==> src/rtl/hdmi_pkg.sv <==
// Shared constants and types for the HDMI TMDS bit-clock serializer.
// Channel indices match the bit positions on the DDR output buses.
package hdmi_pkg;

    localparam int TMDS_WORD_W = 10;
    localparam int NUM_CH      = 4;

    localparam logic [TMDS_WORD_W-1:0] TMDS_CLK_WORD = 10'b0000011111;

    localparam int CH_BLUE  = 0;
    localparam int CH_GREEN = 1;
    localparam int CH_RED   = 2;
    localparam int CH_CLK   = 3;

    typedef enum logic [1:0] {
        WAIT_LOCK = 2'd0,
        SETTLE    = 2'd1,
        RUN       = 2'd2
    } state_t;

endpackage

==> src/rtl/tmds_ddr_shifter.sv <==
// One TMDS lane: emits a 10-bit word LSB first as five DDR bit pairs.
// pair[0] goes out on the rising edge, pair[1] on the falling edge.
module tmds_ddr_shifter
    import hdmi_pkg::*;
(
    input  logic                   i_clk,
    input  logic                   i_reset,
    input  logic                   i_load,
    input  logic [TMDS_WORD_W-1:0] i_load_word,
    input  logic                   i_clear,
    output logic [1:0]             o_pair
);

    logic [7:0] r_sr;
    logic [1:0] r_pair;

    always_ff @(posedge i_clk) begin
        if (i_reset || i_clear) begin
            r_sr   <= '0;
            r_pair <= '0;
        end else if (i_load) begin
            r_pair <= i_load_word[1:0];
            r_sr   <= i_load_word[9:2];
        end else begin
            r_pair <= r_sr[1:0];
            r_sr   <= {2'b00, r_sr[7:2]};
        end
    end

    assign o_pair = r_pair;

endmodule

==> src/rtl/hdmi_tmds_serializer.sv <==
// Bit-clock stage: lock gating, 5-phase pixel sequencing and word capture
// feeding four DDR shifters (blue, green, red, TMDS clock).
module hdmi_tmds_serializer
    import hdmi_pkg::*;
#(
    parameter int SETTLE_CYCLES = 1024
) (
    input  logic                   i_clk,
    input  logic                   i_reset,
    input  logic                   i_pll_locked,
    input  logic [TMDS_WORD_W-1:0] i_tmds_red,
    input  logic [TMDS_WORD_W-1:0] i_tmds_green,
    input  logic [TMDS_WORD_W-1:0] i_tmds_blue,
    output logic                   o_pixel_strobe,
    output logic                   o_active,
    output logic [NUM_CH-1:0]      o_tmds_d0,
    output logic [NUM_CH-1:0]      o_tmds_d1
);

    localparam int CNT_W = (SETTLE_CYCLES > 1) ? $clog2(SETTLE_CYCLES) : 1;
    localparam logic [CNT_W-1:0] CNT_LAST = CNT_W'(SETTLE_CYCLES - 1);

    logic                   r_sync1;
    logic                   r_sync2;
    state_t                 r_state;
    state_t                 w_state_nxt;
    logic [CNT_W-1:0]       r_count;
    logic [CNT_W-1:0]       w_count_nxt;
    logic [2:0]             r_phase;
    logic [2:0]             w_phase_nxt;
    logic [TMDS_WORD_W-1:0] r_cap_r;
    logic [TMDS_WORD_W-1:0] r_cap_g;
    logic [TMDS_WORD_W-1:0] r_cap_b;
    logic                   r_strobe;
    logic                   r_active;
    logic                   w_run;
    logic                   w_load;
    logic                   w_capture;
    logic                   w_clear;
    logic [TMDS_WORD_W-1:0] w_word [NUM_CH];
    logic [1:0]             w_pair [NUM_CH];

    always_comb begin
        w_state_nxt = r_state;
        w_count_nxt = r_count;
        w_phase_nxt = 3'd0;
        if (!r_sync2) begin
            w_state_nxt = WAIT_LOCK;
            w_count_nxt = '0;
        end else begin
            unique case (r_state)
                WAIT_LOCK: begin
                    w_state_nxt = SETTLE;
                    w_count_nxt = '0;
                end
                SETTLE: begin
                    if (r_count == CNT_LAST) begin
                        w_state_nxt = RUN;
                    end else begin
                        w_count_nxt = r_count + CNT_W'(1);
                    end
                end
                RUN: begin
                    w_phase_nxt = (r_phase == 3'd4) ? 3'd0 : r_phase + 3'd1;
                end
                default: begin
                    w_state_nxt = WAIT_LOCK;
                    w_count_nxt = '0;
                end
            endcase
        end
    end

    assign w_run     = (r_state == RUN);
    assign w_load    = w_run && (r_phase == 3'd0);
    assign w_capture = w_run && (r_phase == 3'd4);
    // Leaving RUN flushes the lanes, so a word cut mid-way never reaches the pins.
    assign w_clear   = (w_state_nxt != RUN);

    always_ff @(posedge i_clk) begin
        if (i_reset) begin
            r_sync1  <= 1'b0;
            r_sync2  <= 1'b0;
            r_state  <= WAIT_LOCK;
            r_count  <= '0;
            r_phase  <= 3'd0;
            r_cap_r  <= '0;
            r_cap_g  <= '0;
            r_cap_b  <= '0;
            r_strobe <= 1'b0;
            r_active <= 1'b0;
        end else begin
            r_sync1  <= i_pll_locked;
            r_sync2  <= r_sync1;
            r_state  <= w_state_nxt;
            r_count  <= w_count_nxt;
            r_phase  <= w_phase_nxt;
            r_strobe <= (w_state_nxt == RUN) && (w_phase_nxt == 3'd4);
            r_active <= (w_state_nxt == RUN);
            if (w_clear) begin
                r_cap_r <= '0;
                r_cap_g <= '0;
                r_cap_b <= '0;
            end else if (w_capture) begin
                r_cap_r <= i_tmds_red;
                r_cap_g <= i_tmds_green;
                r_cap_b <= i_tmds_blue;
            end
        end
    end

    assign w_word[CH_BLUE]  = r_cap_b;
    assign w_word[CH_GREEN] = r_cap_g;
    assign w_word[CH_RED]   = r_cap_r;
    assign w_word[CH_CLK]   = TMDS_CLK_WORD;

    for (genvar ch = 0; ch < NUM_CH; ch++) begin : g_ch
        tmds_ddr_shifter u_shift (
            .i_clk       (i_clk),
            .i_reset     (i_reset),
            .i_load      (w_load),
            .i_load_word (w_word[ch]),
            .i_clear     (w_clear),
            .o_pair      (w_pair[ch])
        );
        assign o_tmds_d0[ch] = w_pair[ch][0];
        assign o_tmds_d1[ch] = w_pair[ch][1];
    end

    assign o_pixel_strobe = r_strobe;
    assign o_active       = r_active;

endmodule

==> config.mk <==
export PLATFORM = sky130hd
export DESIGN_NAME = hdmi_tmds_serializer
export DESIGN_NICKNAME = d
export VERILOG_FILES = /design/src/rtl/hdmi_pkg.sv /design/src/rtl/tmds_ddr_shifter.sv /design/src/rtl/hdmi_tmds_serializer.sv
export SDC_FILE = /design/constraint.sdc
export NUM_CORES = 1
export LEC_CHECK = 0
export BUFFER_PORTS_ARGS = -buffer_cell sky130_fd_sc_hd__buf_2
export CAP_MARGIN = 5
export CELL_PAD_IN_SITES_DETAIL_PLACEMENT = 0
export CELL_PAD_IN_SITES_GLOBAL_PLACEMENT = 1
export CORE_MARGIN = 8
export CORE_UTILIZATION = 30
export CTS_CLUSTER_DIAMETER = 100
export DETAILED_ROUTE_END_ITERATION = 16
export GPL_ROUTABILITY_DRIVEN = 0
export PLACE_DENSITY = 0.68
export SETUP_SLACK_MARGIN = 0.05
export SLEW_MARGIN = 30
export SYNTH_ARGS = -nofsm -noshare
export SYNTH_HDL_FRONTEND = slang
export SYNTH_SLANG_ARGS = --single-unit
==> constraint.sdc <==
create_clock -name i_clk -period 1.8 [get_ports i_clk]
set_input_delay 0.27 -clock i_clk [delete_from_list [all_inputs] [get_ports i_clk]]
set_output_delay 0.27 -clock i_clk [all_outputs]
set_load 0.05 [all_outputs]
### Yosys cells after proc, flatten, opt, wreduce, memory -nomap -nowiden

Index checks and enable logic that the tools add are counted.

| storage, ports and cells | value |
|---|---|
| register bits | 87 |
| input port bits | 33 |
| output and inout port bits | 10 |

| operators by class | value |
|---|---|
| $add $sub $neg | 2 |
| eq/ne operators | 8 |
| mux-type cells | 16 |
| bitwise gates (word level) | 3 |
| reductions and logical operators | 11 |

Operators with widths:

| kind | count |
|---|---|
| one-hot mux 10 bit (2 select lines) | 1 |
| two-way mux 6 bit | 3 |
| two-way mux 2 bit | 6 |
| two-way mux 3 bit | 4 |
| adder 10 x 1 -> 10 bit (second input constant) | 1 |
| equality test 10 bit (second input constant) | 1 |
| two-way mux 10 bit | 1 |
| OR reduction 2 bit | 4 |
| equality test 3 bit (second input constant) | 2 |
| one-hot mux 2 bit (3 select lines) | 1 |
| equality test 2 bit (second input constant) | 2 |
| inequality test 2 bit (second input constant) | 2 |
| adder 3 x 1 -> 3 bit (second input constant) | 1 |
| logical AND 1 bit | 3 |
| logical NOT 3 bit | 1 |
| NOT 1 bit | 3 |
| equality test 2 x 1 -> 1 bit (second input constant) | 1 |
| logical NOT 2 bit | 1 |
| AND reduction 2 bit | 1 |
| logical OR 1 bit | 1 |

### Longest topological paths before layout

Gate-level depths: netlist (run 1).

| depth | value |
|---|---|
| depth in word-level cells | 7 |
| mapped depth | 7 |
| depth with buffers taken out | 6 |

### Cells and area by module

A second synthesis (run 1) with hierarchy kept.

| second synthesis, totals | value |
|---|---|
| cells, all modules | 361 |
| area total of the unflattened synthesis | 3472.1 um^2 |

Modules (own cells, without submodules):

| module | instances | cells each | area an instance (um^2) | seq. area each (um^2) |
|---|---|---|---|---|
| hdmi_tmds_serializer | 1 | 233 | 2065.7 | 980.9 |
| tmds_ddr_shifter | 4 | 32 | 351.6 | 200.2 |

### Worst setup path before layout (run 1)

OpenSTA, ideal clock, no wires.

| timing path | value |
|---|---|
| kind | register to register |
| start point | reg r_count[0] |
| end point | reg r_strobe (netlist: o_pixel_strobe) |
| library setup time | 0.087 ns |
| arrival | 1.450 ns |
| required time | 1.713 ns |
| slack | 0.262 ns |
| cell stages (with the launch flop) | 7 |
| buffers on the path | 1 |
| clock period less this slack | 1.538 ns |
| cells stage by stage | dfxtp_1 > ha_1 > nand3_1 > nor4_4 > o21ai_2 > buf_6 > nor4_4 |

| between the ends | value |
|---|---|
| cells in the longest elaborated chain, start to end | 6 |

Ends and longest elaborated chain:

| what | RTL line | source |
|---|---|---|
| start: declaration | hdmi_tmds_serializer.sv:27 | `logic [CNT_W-1:0] r_count;` |
| start signal: assignment | hdmi_tmds_serializer.sv:96 | `r_count <= w_count_nxt;` |
| equality test 10 bit | hdmi_tmds_serializer.sv:57 | `if (r_count == CNT_LAST) begin` |
| two-way mux 2 bit | hdmi_tmds_serializer.sv:57 |  |
| one-hot mux 2 bit (3 select lines) | hdmi_tmds_serializer.sv:51 | `unique case (r_state)` |
| two-way mux 2 bit | hdmi_tmds_serializer.sv:47 | `if (!r_sync2) begin` |
| equality test 2 bit | hdmi_tmds_serializer.sv:98 | `r_strobe <= (w_state_nxt == RUN) && (w_phase_nxt == 3'd4);` |
| logical AND 1 bit | hdmi_tmds_serializer.sv:98 |  |
| end signal: assignment | hdmi_tmds_serializer.sv:98 |  |
| end: declaration | hdmi_tmds_serializer.sv:34 | `logic r_strobe;` |

Every way passes these cells.
A chain may end at the register's enable or synchronous reset.

### Worst setup path after layout (run 1)

| timing path | value |
|---|---|
| start point | reg r_count[0] |
| end point | reg g_ch[0].u_shift.r_sr[5] |

| between the ends | value |
|---|---|
| cells in the longest elaborated chain, start to end | 6 |

Ends and longest elaborated chain:

| what | RTL line | source |
|---|---|---|
| equality test 10 bit | hdmi_tmds_serializer.sv:57 |  |
| two-way mux 2 bit | hdmi_tmds_serializer.sv:57 |  |
| one-hot mux 2 bit (3 select lines) | hdmi_tmds_serializer.sv:51 |  |
| two-way mux 2 bit | hdmi_tmds_serializer.sv:47 |  |
| inequality test 2 bit | hdmi_tmds_serializer.sv:78 | `assign w_clear = (w_state_nxt != RUN);` |
| logical OR 1 bit | tmds_ddr_shifter.sv:18 | `if (i_reset \|\| i_clear) begin` |
| end signal: assignment | tmds_ddr_shifter.sv:23 | `r_sr <= i_load_word[9:2];` |
| end signal: assignment | tmds_ddr_shifter.sv:26 | `r_sr <= {2'b00, r_sr[7:2]};` |
| end: declaration | tmds_ddr_shifter.sv:14 | `logic [7:0] r_sr;` |

Every way passes these cells.

==> results of run 1 <==
final cells by class:
type,count,area (um2)
Fill cell,1044,6080
Sequential cell,82,1640
Multi-Input combinational cell,244,1260
Timing Repair Buffer,56,353
Tap cell,133,166
Clock buffer,10,138
Clock inverter,6,71.3
Inverter,5,18.8
what timing repair did:
| action | in CTS | in global routing |
|---|---|---|
| hold endpoints to repair | 0 | 0 |
| gates resized for setup | 0 | 6 |
| setup endpoints to repair | 0 | 66 |
| buffers inserted | 0 | 1 |
cells by family (layout without fill, tap and decap cells):
| logic type | count (synthesis) | after routing |
|---|---|---|
| simple gates | 164 | 164 |
| compound gates | 76 | 76 |
| xor+xnor | 1 | 1 |
| buf+inv | 27 | 77 |
| fa+ha+maj | 3 | 3 |
| flops | 82 | 82 |
Yosys cell counts, types with 4 or more instances:
cell type and count:
sky130_fd_sc_hd__nand2_1 110, sky130_fd_sc_hd__dfxtp_1 82, sky130_fd_sc_hd__a21oi_1 54, sky130_fd_sc_hd__and3_1 12, sky130_fd_sc_hd__clkbuf_1 12, sky130_fd_sc_hd__a21oi_2 10, sky130_fd_sc_hd__nor2_1 10, sky130_fd_sc_hd__o21ai_0 7
sky130_fd_sc_hd__nand3_1 6, sky130_fd_sc_hd__inv_1 5, sky130_fd_sc_hd__nor2b_1 5, sky130_fd_sc_hd__or3_1 5, sky130_fd_sc_hd__buf_2 4
layer usage:
metal	GRT usage [%]	part of all wire, %	up-vias
li1	-	-	1265
met1	12.0	48	1152
met2	16.1	46	35
met3	3.02	4.1	8
met4	5.19	1.5	0
met5	0	0	-
stage by stage:
stage / utilization [%] / total power, W / instance area, um2 / hold WS (ps)
2_1_floorplan: - / 0.00187 / 3000 / 342
3_3_place_gp: 35.1 / 0.00190 / 3410 / 419
3_5_place_dp: 35.1 / 0.00190 / 3410 / 429
4_1_cts: 37.2 / 0.00328 / 3620 / 91.8
5_1_grt: 37.5 / 0.00337 / 3650 / 107
6_report: 37.5 / 0.00324 / 3650 / 114
sequential cells by signal, summed over array words and instances, names as in the netlist:
| signal | cells |
|---|---|
| g_ch.u_shift.r_sr | 26 |
| r_cap_b | 10 |
| r_cap_g | 10 |
| r_cap_r | 10 |
| r_count | 10 |
| g_ch.u_shift.o_pair | 7 |
| r_phase | 3 |
| r_state | 2 |
| o_active | 1 |
| o_pixel_strobe | 1 |
| r_sync1 | 1 |
| r_sync2 | 1 |
cells in the final DEF, fill, tap and decap left out:
master	netlist	layout
sky130_fd_sc_hd__inv_6	0	2
sky130_fd_sc_hd__buf_2	4	42
sky130_fd_sc_hd__ha_1	3	2
sky130_fd_sc_hd__o21ai_4	0	1
sky130_fd_sc_hd__o31ai_1	1	1
sky130_fd_sc_hd__nand3_1	6	5
sky130_fd_sc_hd__a21oi_2	10	10
sky130_fd_sc_hd__nand3b_1	1	1
sky130_fd_sc_hd__dfxtp_2	0	2
sky130_fd_sc_hd__nand2b_1	3	3
sky130_fd_sc_hd__clkbuf_8	0	10
sky130_fd_sc_hd__or3_1	5	5
sky130_fd_sc_hd__inv_2	0	1
sky130_fd_sc_hd__buf_4	1	11
sky130_fd_sc_hd__nand2_1	110	110
sky130_fd_sc_hd__nand3_2	0	1
sky130_fd_sc_hd__nor2b_1	5	5
sky130_fd_sc_hd__or4_1	1	1
sky130_fd_sc_hd__clkinvlp_4	0	2
sky130_fd_sc_hd__nor4_1	2	2
sky130_fd_sc_hd__clkinv_4	0	1
sky130_fd_sc_hd__a21oi_1	54	54
sky130_fd_sc_hd__inv_1	5	4
sky130_fd_sc_hd__buf_12	0	3
sky130_fd_sc_hd__a2111oi_0	1	1
sky130_fd_sc_hd__bufinv_16	0	1
sky130_fd_sc_hd__nand4_2	1	1
sky130_fd_sc_hd__nor2_1	10	10
sky130_fd_sc_hd__o21ai_0	7	7
sky130_fd_sc_hd__nor4_4	2	2
sky130_fd_sc_hd__dfxtp_1	82	80
sky130_fd_sc_hd__o311ai_1	1	1
sky130_fd_sc_hd__nor3_1	3	3
sky130_fd_sc_hd__xor2_1	1	1
sky130_fd_sc_hd__a211oi_1	1	1
sky130_fd_sc_hd__and3_1	12	12
sky130_fd_sc_hd__nand4_1	3	3
sky130_fd_sc_hd__ha_4	0	1
critical path, cell delays in order, from the launching register on:
cell	delay (ps)
sky130_fd_sc_hd__dfxtp_2	370
sky130_fd_sc_hd__ha_4	160
sky130_fd_sc_hd__nand3_2	100
sky130_fd_sc_hd__nor4_4	390
sky130_fd_sc_hd__o21ai_4	160
sky130_fd_sc_hd__buf_12	190
sky130_fd_sc_hd__a21oi_1	130
power by group:
| group | switching (W) | internal (W) |
|---|---|---|
| Combinational | 0.0000153 | 0.0000282 |
| Sequential | 0.00000151 | 0.00181 |
| Clock | 0.000689 | 0.000691 |
| Total | 0.000706 | 0.00253 |
how the worst max path moves through the flow:
stage	cells after the start	slack, ps	endpoint
after floorplan	6	260	o_pixel_strobe
after global placement	5	150	g_ch[1].u_shift.r_sr[6]
after detailed placement	6	70	g_ch[1].u_shift.r_sr[7]
after CTS	6	60	g_ch[1].u_shift.r_sr[7]
after global routing	4	50	r_count[8]
final	6	220	g_ch[0].u_shift.r_sr[5]
==> metrics.txt, run 1 <==
# TYPE chip_impl_metric gauge
chip_impl_info{name="cts_root_buf",value="sky130_fd_sc_hd__clkbuf_8"} 1
chip_impl_metric{name="finalCriticalPeriod",unit="ps"} 1580
chip_impl_metric{name="first_global_vias",unit=""} 2323
chip_impl_metric{name="synth_nets",unit=""} 389
chip_impl_info{name="critical_path.startpoint_type",value="flip-flop"} 1
chip_impl_metric{name="clkSlewWorstSetupHoldPaths",unit="ps"} 80
chip_impl_metric{name="drt_first_iter_violations",unit=""} 188
chip_impl_metric{name="final.setup.tns",unit="ps"} 0
chip_impl_metric{name="yosys.area_share.xor_xnor",unit="%"} 0.292
chip_impl_metric{name="synth_enable_flop_cells",unit=""} 0
chip_impl_metric{name="cts-hold-fix-buffers",unit=""} 0
chip_impl_metric{name="clockBufferDepth",unit=""} 2
chip_impl_metric{name="wire_per_inst",unit="um"} 12.3
chip_impl_metric{name="post-route-period-util",unit="%"} 87.8
chip_impl_metric{name="max_freq",unit="GHz"} 0.633
chip_impl_info{name="regToRegStartpoint",value="r_count[0]"} 1
chip_impl_metric{name="clock_sinks",unit=""} 82
chip_impl_metric{name="postSynthCellCount",unit=""} 353
chip_impl_metric{name="worst_ir_drop_vdd",unit="mV"} 0.315
chip_impl_info{name="status",value="finished clean"} 1
chip_impl_metric{name="synthAdderAreaFrac",unit="%"} 1.25
chip_impl_metric{name="timing_worst_slew_pin_value",unit="ps"} 631
chip_impl_metric{name="cts_inserted_buffers",unit=""} 9
chip_impl_metric{name="clock_latency_of_the_later_clocked_register_in_the_worst_skew_pair",unit="ps"} 350
chip_impl_metric{name="worst_clock_skew",unit="ps"} 10.5
chip_impl_metric{name="share_of_cells_above_drive_strength_1",unit="%"} 22.6
chip_impl_metric{name="critPathMaxFanout",unit=""} 26
chip_impl_metric{name="hold-path-cell-count",unit=""} 2
chip_impl_metric{name="finalMaxSlewViolations",unit=""} 0
chip_impl_metric{name="die_width",unit="um"} 116
chip_impl_info{name="hold_start",value="i_reset"} 1
chip_impl_metric{name="n_antenna_cell",unit=""} 0
chip_impl_metric{name="synth.avg_cell_area",unit="um2"} 8.51
chip_impl_metric{name="vias_per_cell",unit=""} 4.59
chip_impl_metric{name="instances_no_fill",unit=""} 536
chip_impl_metric{name="area_growth_syn_to_layout",unit="%"} 21.5
chip_impl_info{name="whs_endpoint",value="r_sync1"} 1
chip_impl_metric{name="r2r_cells",unit=""} 6
chip_impl_metric{name="critPathArrivalTime",unit="ps"} 1860
chip_impl_metric{name="power.static_leakage",unit="nW"} 1.25
chip_impl_info{name="synth_ff_type",value="sky130_fd_sc_hd__dfxtp_1"} 1
chip_impl_metric{name="finalWirelength",unit="um"} 6580
chip_impl_metric{name="drt.antenna.violating_nets",unit=""} 0
chip_impl_metric{name="post-route-worst-setup-slack",unit="ps"} 220
chip_impl_info{name="synth.largest_area_cell",value="sky130_fd_sc_hd__dfxtp_1"} 1
chip_impl_metric{name="core-area",unit="um2"} 9730
chip_impl_metric{name="pin_count_of_the_biggest_net_entering_global_routing",unit=""} 33
chip_impl_metric{name="setup-violations-final",unit=""} 0
chip_impl_metric{name="dr_total_vias",unit=""} 2460
chip_impl_metric{name="timing.slew.headroom",unit="%"} 57.3
chip_impl_metric{name="post_synthesis_instance_area",unit="um2"} 3000
chip_impl_metric{name="post_synthesis_async_set_or_reset_flop_share",unit="%"} 0
chip_impl_metric{name="floorplan.initialDensity",unit="%"} 30.9
chip_impl_metric{name="power_density",unit="nW/um2"} 888
chip_impl_metric{name="number_of_unique_standard_cell_types_used_by_synthesis",unit=""} 32
chip_impl_metric{name="synth_seq_cells",unit=""} 82
chip_impl_metric{name="design.portCount",unit=""} 43
chip_impl_metric{name="reg2reg_slack",unit="ps"} 220
chip_impl_info{name="hold_path_class",value="input pin to flip-flop"} 1
chip_impl_metric{name="overflow",unit=""} 0
chip_impl_metric{name="drt_pre_antenna_iters",unit=""} 6
chip_impl_metric{name="cp.required",unit="ps"} 2080
chip_impl_info{name="timing.critical_path.to_type",value="flip-flop"} 1
chip_impl_metric{name="dpl.cell_count",unit=""} 519
chip_impl_metric{name="overall_routing_resource_usage",unit="%"} 10.1
chip_impl_metric{name="core.rowCount",unit=""} 36
chip_impl_metric{name="port-buffer-count",unit=""} 42
chip_impl_metric{name="design.die.area",unit="um2"} 13500
chip_impl_metric{name="yosys.area_share.simple",unit="%"} 25.1
chip_impl_metric{name="ys_seq_area_share",unit="%"} 54.7
chip_impl_metric{name="htree_num_levels",unit=""} 3
chip_impl_metric{name="fp.dieH",unit="um"} 116
chip_impl_info{name="setup_repair_after_global_routing_missed_its_margin",value="false"} 1
chip_impl_metric{name="final_nets",unit=""} 434
chip_impl_metric{name="maxCapViolations",unit=""} 0
chip_impl_metric{name="synth_warnings",unit=""} 0
chip_impl_metric{name="yosysTopAreaCellShare",unit="%"} 54.7
chip_impl_metric{name="post_synthesis_compound_gate_area_fraction",unit="%"} 14.5
chip_impl_info{name="synth_top_cells_by_area",value="sky130_fd_sc_hd__dfxtp_1 (55%), sky130_fd_sc_hd__nand2_1 (14%), sky130_fd_sc_hd__a21oi_1 (9.0%)"} 1
chip_impl_info{name="crit_reg_reg_endpoint",value="g_ch[0].u_shift.r_sr[5]"} 1
chip_impl_info{name="critPathKind",value="flip-flop to flip-flop"} 1
chip_impl_metric{name="endpoints_failing_hold",unit=""} 0
chip_impl_metric{name="placement.setup.worst_slack",unit="ps"} 72.2
chip_impl_info{name="synth_top_family_by_area",value="simple AND/OR/NAND/NOR gates"} 1
chip_impl_metric{name="synthMuxAreaShare",unit="%"} 0
chip_impl_metric{name="post-dp-hpwl",unit="um"} 4370
chip_impl_info{name="cts_tree",value="yes"} 1
chip_impl_metric{name="wire_length_of_the_first_global_routing_pass",unit="um"} 10700
chip_impl_metric{name="drc_errors",unit=""} 0
chip_impl_info{name="timing.critical_path.from",value="r_count[0]"} 1
chip_impl_metric{name="grt_antenna_before_repair",unit=""} 0
Note: power is estimated with default switching activity, not from simulation.
==> inputs of run 2 (changes only) <==
--- a/config.mk
+++ b/config.mk
@@ -11,9 +11,9 @@
 export CELL_PAD_IN_SITES_GLOBAL_PLACEMENT = 1
 export CORE_MARGIN = 8
-export CORE_UTILIZATION = 30
+export CORE_UTILIZATION = 40
 export CTS_CLUSTER_DIAMETER = 100
 export DETAILED_ROUTE_END_ITERATION = 16
 export GPL_ROUTABILITY_DRIVEN = 0
-export PLACE_DENSITY = 0.68
+export PLACE_DENSITY = 0.84
 export SETUP_SLACK_MARGIN = 0.05
 export SLEW_MARGIN = 30
==> constraint.sdc (replaced) <==
create_clock -name i_clk -period 1.8 [get_ports i_clk]
set_input_delay 0.09 -clock i_clk [delete_from_list [all_inputs] [get_ports i_clk]]
set_output_delay 0.09 -clock i_clk [all_outputs]
set_load 0.05 [all_outputs]
==> metrics.txt, run 2 (synthesis results as in run 1) <==
# TYPE chip_impl_metric gauge
chip_impl_info{name="registers.top_by_ff_count",value="g_ch.u_shift.r_sr"} 1
chip_impl_metric{name="maxCapViolations",unit=""} 0
chip_impl_metric{name="endpoints_failing_hold",unit=""} 0
chip_impl_metric{name="reg2reg_slack",unit="ps"} 100
chip_impl_metric{name="post-route-worst-setup-slack",unit="ps"} 101
chip_impl_metric{name="clock_sinks",unit=""} 82
chip_impl_metric{name="critPathArrivalTime",unit="ps"} 1980
chip_impl_metric{name="core-area",unit="um2"} 7250
chip_impl_metric{name="instances_no_fill",unit=""} 536
chip_impl_metric{name="share_of_cells_above_drive_strength_1",unit="%"} 21.1
chip_impl_info{name="timing.critical_path.to_type",value="flip-flop"} 1
chip_impl_metric{name="largest_register_ffs",unit=""} 26
chip_impl_metric{name="placement.setup.worst_slack",unit="ps"} 101
chip_impl_metric{name="power.static_leakage",unit="nW"} 1.39
chip_impl_metric{name="cellInternalPower",unit="W"} 0.00256
chip_impl_info{name="most-common-layout-cells",value="sky130_fd_sc_hd__nand2_1 (110), sky130_fd_sc_hd__dfxtp_1 (81), sky130_fd_sc_hd__a21oi_1 (54), sky130_fd_sc_hd__buf_2 (42), sky130_fd_sc_hd__dlygate4sd3_1 (32)"} 1
chip_impl_metric{name="drt_pre_antenna_iters",unit=""} 5
chip_impl_metric{name="n_antenna_cell",unit=""} 0
chip_impl_metric{name="max_freq",unit="GHz"} 0.589
chip_impl_metric{name="cp.required",unit="ps"} 2080
chip_impl_info{name="setup_repair_after_global_routing_missed_its_margin",value="true"} 1
chip_impl_metric{name="port-buffer-count",unit=""} 42
chip_impl_metric{name="vias_per_cell",unit=""} 4.78
chip_impl_metric{name="wire_per_inst",unit="um"} 12.5
chip_impl_metric{name="timing.slew.headroom",unit="%"} 56.8
chip_impl_metric{name="design.portCount",unit=""} 43
chip_impl_metric{name="cp_slowest_stage_delay",unit="ps"} 390
chip_impl_metric{name="critPathMaxFanout",unit=""} 23
chip_impl_info{name="hold_path_class",value="flip-flop to flip-flop"} 1
chip_impl_metric{name="r2r_cells",unit=""} 6
chip_impl_metric{name="post_dp_cell_area",unit="um2"} 3350
chip_impl_info{name="mostFrequentLayoutCell",value="sky130_fd_sc_hd__nand2_1"} 1
chip_impl_metric{name="grt_antenna_before_repair",unit=""} 0
chip_impl_metric{name="clkSlewWorstSetupHoldPaths",unit="ps"} 100
chip_impl_metric{name="first_global_vias",unit=""} 2489
chip_impl_info{name="critPathKind",value="flip-flop to flip-flop"} 1
chip_impl_metric{name="core.rowCount",unit=""} 31
chip_impl_info{name="status",value="finished clean"} 1
chip_impl_metric{name="final_nets",unit=""} 468
chip_impl_metric{name="cts_inserted_buffers",unit=""} 9
chip_impl_metric{name="power_switching",unit="W"} 0.000751
chip_impl_metric{name="drt.antenna.violating_nets",unit=""} 0
chip_impl_info{name="cts_tree",value="yes"} 1
chip_impl_metric{name="power.combinational.fraction",unit="%"} 2.9
chip_impl_metric{name="worst_clock_skew",unit="ps"} 14.5
chip_impl_metric{name="overflow",unit=""} 0
chip_impl_metric{name="timing_worst_slew_pin_value",unit="ps"} 638
chip_impl_metric{name="htree_num_levels",unit=""} 3
chip_impl_info{name="whs_endpoint",value="g_ch[1].u_shift.r_sr[1]"} 1
chip_impl_metric{name="worst_ir_drop_vdd",unit="mV"} 0.482
chip_impl_metric{name="fp.dieH",unit="um"} 103
chip_impl_info{name="hold_start",value="g_ch[1].u_shift.r_sr[3]"} 1
chip_impl_metric{name="finalWirelength",unit="um"} 6700
chip_impl_info{name="critical_path_cell_by_cell",value="ha_2 -> nand3_1 -> nor4_4 -> o21ai_4 -> buf_6 -> a21oi_1"} 1
chip_impl_metric{name="dpl.cell_count",unit=""} 486
chip_impl_metric{name="drc_errors",unit=""} 0
chip_impl_info{name="crit_reg_reg_endpoint",value="r_cap_b[1]"} 1
chip_impl_metric{name="sequential_share_of_power",unit="%"} 54.9
chip_impl_metric{name="p_sw_share",unit="%"} 22.7
chip_impl_metric{name="finalMaxSlewViolations",unit=""} 0
chip_impl_info{name="cts_root_buf",value="sky130_fd_sc_hd__clkbuf_8"} 1
chip_impl_metric{name="overall_routing_resource_usage",unit="%"} 13.5
chip_impl_metric{name="design.die.area",unit="um2"} 10500
chip_impl_metric{name="wire_length_of_the_first_global_routing_pass",unit="um"} 11200
chip_impl_metric{name="p_clk_share",unit="%"} 42.1
chip_impl_info{name="cell_with_the_biggest_individual_delay_on_the_critical_path",value="sky130_fd_sc_hd__nor4_4"} 1
chip_impl_metric{name="area_growth_syn_to_layout",unit="%"} 30.4
chip_impl_metric{name="hold-path-cell-count",unit=""} 2
chip_impl_info{name="critical_path.startpoint_type",value="flip-flop"} 1
chip_impl_metric{name="drt_first_iter_violations",unit=""} 108
chip_impl_metric{name="dr_total_vias",unit=""} 2564
chip_impl_metric{name="clockBufferDepth",unit=""} 2
chip_impl_metric{name="power_density",unit="nW/um2"} 844
chip_impl_metric{name="clock_latency_of_the_later_clocked_register_in_the_worst_skew_pair",unit="ps"} 360
chip_impl_metric{name="post-route-period-util",unit="%"} 94.4
chip_impl_metric{name="design_area",unit="um2"} 3920
chip_impl_metric{name="post-dp-hpwl",unit="um"} 4300
chip_impl_info{name="regToRegStartpoint",value="r_count[1]"} 1
chip_impl_metric{name="setup-violations-final",unit=""} 0
chip_impl_metric{name="final.setup.tns",unit="ps"} 0
chip_impl_metric{name="pin_count_of_the_biggest_net_entering_global_routing",unit=""} 33
chip_impl_metric{name="finalHoldWorstSlack",unit="ps"} 439
chip_impl_metric{name="finalCriticalPeriod",unit="ps"} 1700
chip_impl_metric{name="die_width",unit="um"} 103
chip_impl_metric{name="floorplan.initialDensity",unit="%"} 41.4
chip_impl_metric{name="fillCellCount",unit=""} 694
-- run 2: critical path: cells and delay by family, from the launching register on --
family	cells	cell delay [ps]
AOI/OAI and AO/OA	2	290
adders and majority gates	1	210
buffers and inverters	1	200
DFF	1	360
and+or+nand+nor	2	550
-- run 2: worst max path at each step --
stage / from / to / slack, ps / cells past startpoint
2_1_floorplan: r_count[0] / o_pixel_strobe / 260 / 6
3_3_place_gp: r_count[0] / g_ch[0].u_shift.r_sr[7] / 130 / 6
3_5_place_dp: r_count[0] / g_ch[2].u_shift.r_sr[6] / 100 / 6
4_1_cts: r_count[0] / g_ch[0].u_shift.r_sr[7] / 50 / 6
5_1_grt: r_count[1] / r_cap_b[4] / 20 / 6
6_report: r_count[1] / r_cap_b[1] / 100 / 6
-- run 2: metal layers --
metal / track usage (%) / up-vias / wire [um]
li1: - / 1330 / -
met1: 16.1 / 1174 / 3140
met2: 22.2 / 51 / 3140
met3: 4.52 / 9 / 354
met4: 4.40 / 0 / 61
met5: 0 / - / 0
-- run 2: area by class of cell --
class	count	area, um2	share of cell area [%]
inverter	5	18.8	0.479
sequential	82	1640	41.9
clock inverter	7	83.8	2.14
multi-input combinational	244	1250	31.9
clock buffer	9	124	3.16
timing repair buffer	90	674	17.2
tap	99	124	3.16
-- run 2: timing repair --
item / in CTS / in global routing
buffers inserted: 0 / 2
endpoints found under the setup margin: 0 / 67
hold buffers: 32 / 0
gates resized for setup: 0 / 7
hold endpoints to repair: 32 / 0
-- run 2: power groups by stage --
stage	Combinational (W)	Clock [W]	Sequential [W]
finish	0.0000975	0.00139	0.00182
global route	0.000106	0.00152	0.00182
CTS	0.0000957	0.00143	0.00182
detailed placement	0.0000427	0	0.00186
global placement	0.0000425	0	0.00186
floorplan	0.00000706	0	0.00186
-- run 2: stage by stage --
| stage | utilization (%) | power [W] |
|---|---|---|
| finish | 54.0 | 0.00331 |
| CTS | 53.5 | 0.00334 |
| global route | 54.0 | 0.00345 |
| detailed placement | 46.2 | 0.00190 |
| global placement | 46.2 | 0.00190 |
| floorplan | - | 0.00187 |
==> inputs of run 3 (changes only) <==
Settings changed: RECOVER_POWER set to 25.
==> metrics.txt, run 3 (synthesis results as in run 1) <==
# TYPE chip_impl_metric gauge
chip_impl_info{name="status",value="finished clean"} 1
chip_impl_metric{name="area_growth_syn_to_layout",unit="%"} 29.8
chip_impl_info{name="crit_reg_reg_endpoint",value="r_cap_b[9]"} 1
chip_impl_metric{name="core.rowCount",unit=""} 31
chip_impl_info{name="critPathKind",value="flip-flop to flip-flop"} 1
chip_impl_metric{name="die_width",unit="um"} 103
chip_impl_metric{name="wire_per_inst",unit="um"} 12.5
chip_impl_metric{name="cts_inserted_buffers",unit=""} 9
chip_impl_info{name="cts_root_buf",value="sky130_fd_sc_hd__clkbuf_8"} 1
chip_impl_metric{name="overall_routing_resource_usage",unit="%"} 13.5
chip_impl_metric{name="worst_ir_drop_vdd",unit="mV"} 0.481
chip_impl_info{name="mostFrequentLayoutCell",value="sky130_fd_sc_hd__nand2_1"} 1
chip_impl_metric{name="clock_latency_of_the_later_clocked_register_in_the_worst_skew_pair",unit="ps"} 360
chip_impl_metric{name="grt_antenna_before_repair",unit=""} 0
chip_impl_metric{name="worst_clock_skew",unit="ps"} 14.6
chip_impl_metric{name="timing.slew.headroom",unit="%"} 56.8
chip_impl_metric{name="reg2reg_slack",unit="ps"} 120
chip_impl_metric{name="cp_slowest_stage_delay",unit="ps"} 390
chip_impl_metric{name="clockBufferDepth",unit=""} 2
chip_impl_metric{name="fillCellCount",unit=""} 704
chip_impl_metric{name="ff_latch_area",unit="um2"} 1640
chip_impl_metric{name="hold-path-cell-count",unit=""} 2
chip_impl_info{name="hold_start",value="g_ch[1].u_shift.r_sr[3]"} 1
chip_impl_metric{name="first_global_vias",unit=""} 2489
chip_impl_metric{name="cp.required",unit="ps"} 2080
chip_impl_metric{name="dr_total_vias",unit=""} 2549
chip_impl_metric{name="core-area",unit="um2"} 7250
chip_impl_metric{name="multi_input_comb_area",unit="um2"} 1250
chip_impl_info{name="cts_tree",value="yes"} 1
chip_impl_metric{name="clkSlewWorstSetupHoldPaths",unit="ps"} 100
chip_impl_metric{name="finalHoldWorstSlack",unit="ps"} 439
chip_impl_metric{name="largest_register_ffs",unit=""} 26
chip_impl_metric{name="setup-violations-final",unit=""} 0
chip_impl_metric{name="final.setup.tns",unit="ps"} 0
chip_impl_info{name="timing.critical_path.max_delay_family",value="simple AND/OR/NAND/NOR gates"} 1
chip_impl_metric{name="timing_worst_slew_pin_value",unit="ps"} 639
chip_impl_metric{name="overflow",unit=""} 0
chip_impl_info{name="cell_with_the_biggest_individual_delay_on_the_critical_path",value="sky130_fd_sc_hd__nor4_4"} 1
chip_impl_metric{name="pin_count_of_the_biggest_net_entering_global_routing",unit=""} 33
chip_impl_info{name="whs_endpoint",value="g_ch[1].u_shift.r_sr[1]"} 1
chip_impl_metric{name="max_freq",unit="GHz"} 0.596
chip_impl_info{name="timing.critical_path.to_type",value="flip-flop"} 1
chip_impl_metric{name="endpoints_failing_hold",unit=""} 0
chip_impl_metric{name="finalWirelength",unit="um"} 6680
chip_impl_metric{name="drt.antenna.violating_nets",unit=""} 0
chip_impl_info{name="most-common-layout-cells",value="sky130_fd_sc_hd__nand2_1 (110), sky130_fd_sc_hd__dfxtp_1 (81), sky130_fd_sc_hd__a21oi_1 (54), sky130_fd_sc_hd__dlygate4sd3_1 (32), sky130_fd_sc_hd__buf_2 (31)"} 1
chip_impl_metric{name="finalCriticalPeriod",unit="ps"} 1680
chip_impl_metric{name="n_antenna_cell",unit=""} 0
chip_impl_metric{name="drt_pre_antenna_iters",unit=""} 4
chip_impl_metric{name="vias_per_cell",unit=""} 4.76
chip_impl_metric{name="htree_num_levels",unit=""} 3
chip_impl_info{name="regToRegStartpoint",value="r_count[1]"} 1
chip_impl_metric{name="drc_errors",unit=""} 0
chip_impl_info{name="critical_path_cell_by_cell",value="ha_2 -> nand3_1 -> nor4_4 -> o21ai_4 -> buf_6 -> a21oi_1"} 1
chip_impl_metric{name="power.static_leakage",unit="nW"} 1.34
chip_impl_metric{name="r2r_cells",unit=""} 6
chip_impl_metric{name="path_buf_inv",unit=""} 1
chip_impl_metric{name="critPathArrivalTime",unit="ps"} 1960
chip_impl_metric{name="post-route-period-util",unit="%"} 93.2
chip_impl_metric{name="maxCapViolations",unit=""} 0
chip_impl_metric{name="power_density",unit="nW/um2"} 847
chip_impl_metric{name="design.die.area",unit="um2"} 10500
chip_impl_metric{name="port-buffer-count",unit=""} 42
chip_impl_metric{name="floorplan.initialDensity",unit="%"} 41.4
chip_impl_metric{name="final_nets",unit=""} 468
chip_impl_info{name="registers.top_by_ff_count",value="g_ch.u_shift.r_sr"} 1
chip_impl_metric{name="fp.dieH",unit="um"} 103
chip_impl_metric{name="finalMaxSlewViolations",unit=""} 0
chip_impl_metric{name="post-dp-hpwl",unit="um"} 4300
chip_impl_info{name="setup_repair_after_global_routing_missed_its_margin",value="true"} 1
chip_impl_metric{name="share_of_cells_above_drive_strength_1",unit="%"} 18.3
chip_impl_info{name="hold_path_class",value="flip-flop to flip-flop"} 1
chip_impl_metric{name="design.portCount",unit=""} 43
chip_impl_info{name="critical_path.startpoint_type",value="flip-flop"} 1
chip_impl_metric{name="wire_length_of_the_first_global_routing_pass",unit="um"} 11200
chip_impl_metric{name="critPathMaxFanout",unit=""} 23
chip_impl_metric{name="clock_sinks",unit=""} 82
chip_impl_metric{name="drt_first_iter_violations",unit=""} 106
## run 3: cell count changes in the layout (fill, tap and decap cells not counted)
cell,before,now
sky130_fd_sc_hd__clkbuf_1,0,12
sky130_fd_sc_hd__clkbuf_2,0,1
sky130_fd_sc_hd__clkbuf_4,0,1
sky130_fd_sc_hd__buf_4,12,9
sky130_fd_sc_hd__buf_2,42,31
## run 3: power breakdown
part / total (W) / switching, W / internal [W]
registers: 0.00182 / 0.00000171 / 0.00181
clock network: 0.00139 / 0.000721 / 0.000667
logic: 0.0000972 / 0.0000243 / 0.0000729
## run 3: worst reg2reg max path, stage by stage, from the launching register on
cell                      delay (ps)
sky130_fd_sc_hd__dfxtp_1         360
sky130_fd_sc_hd__ha_2            210
sky130_fd_sc_hd__nand3_1         160
sky130_fd_sc_hd__nor4_4          390
sky130_fd_sc_hd__o21ai_4         140
sky130_fd_sc_hd__buf_6           200
sky130_fd_sc_hd__a21oi_1         140
## run 3: per-layer routing
metal	wire, um	up-vias	track usage (%)
met2	3130	38	22.2
met1	3150	1170	16.1
met3	331	8	4.52
met5	0	-	0
li1	-	1333	-
met4	70	0	4.40
## run 3: through the flow
| stage | power (W) | setup slack [ps] | instance area, um2 | utilization (%) | std cells |
|---|---|---|---|---|---|
| 6_report | 0.00330 | 123 | 3900 | 53.7 | 536 |
| 3_3_place_gp | 0.00190 | 130 | 3350 | 46.2 | 486 |
| 3_5_place_dp | 0.00190 | 101 | 3350 | 46.2 | 486 |
| 5_1_grt | 0.00345 | 18.6 | 3900 | 53.7 | 536 |
| 2_1_floorplan | 0.00187 | 262 | 3000 | - | 353 |
| 4_1_cts | 0.00334 | 51.9 | 3880 | 53.5 | 534 |
## run 3: final cells by class
| type | count | area share [%] |
|---|---|---|
| clock buffers | 9 | 3.18 |
| clock inverters | 7 | 2.15 |
| inverters | 5 | 0.482 |
| multi-input cells | 244 | 32.0 |
| flip-flops and latches | 82 | 42.2 |
| well taps | 99 | 3.18 |
| repair buffers | 90 | 16.8 |
## run 3: what timing repair did
action                                  4_1_cts  5_1_grt
setup buffers                                 0        2
endpoints found under the setup margin        0       67
gates resized for setup                       0        7
hold buffers                                 32        0
endpoints found under the hold margin        32        0
## run 3: worst max path at each step
stage	depth (start not counted)	end	startpoint
after global placement	6	g_ch[0].u_shift.r_sr[7]	r_count[0]
final	6	r_cap_b[9]	r_count[1]
after CTS	6	g_ch[0].u_shift.r_sr[7]	r_count[0]
after detailed placement	6	g_ch[2].u_shift.r_sr[6]	r_count[0]
after global routing	6	r_cap_b[4]	r_count[1]
after floorplan	6	o_pixel_strobe	r_count[0]
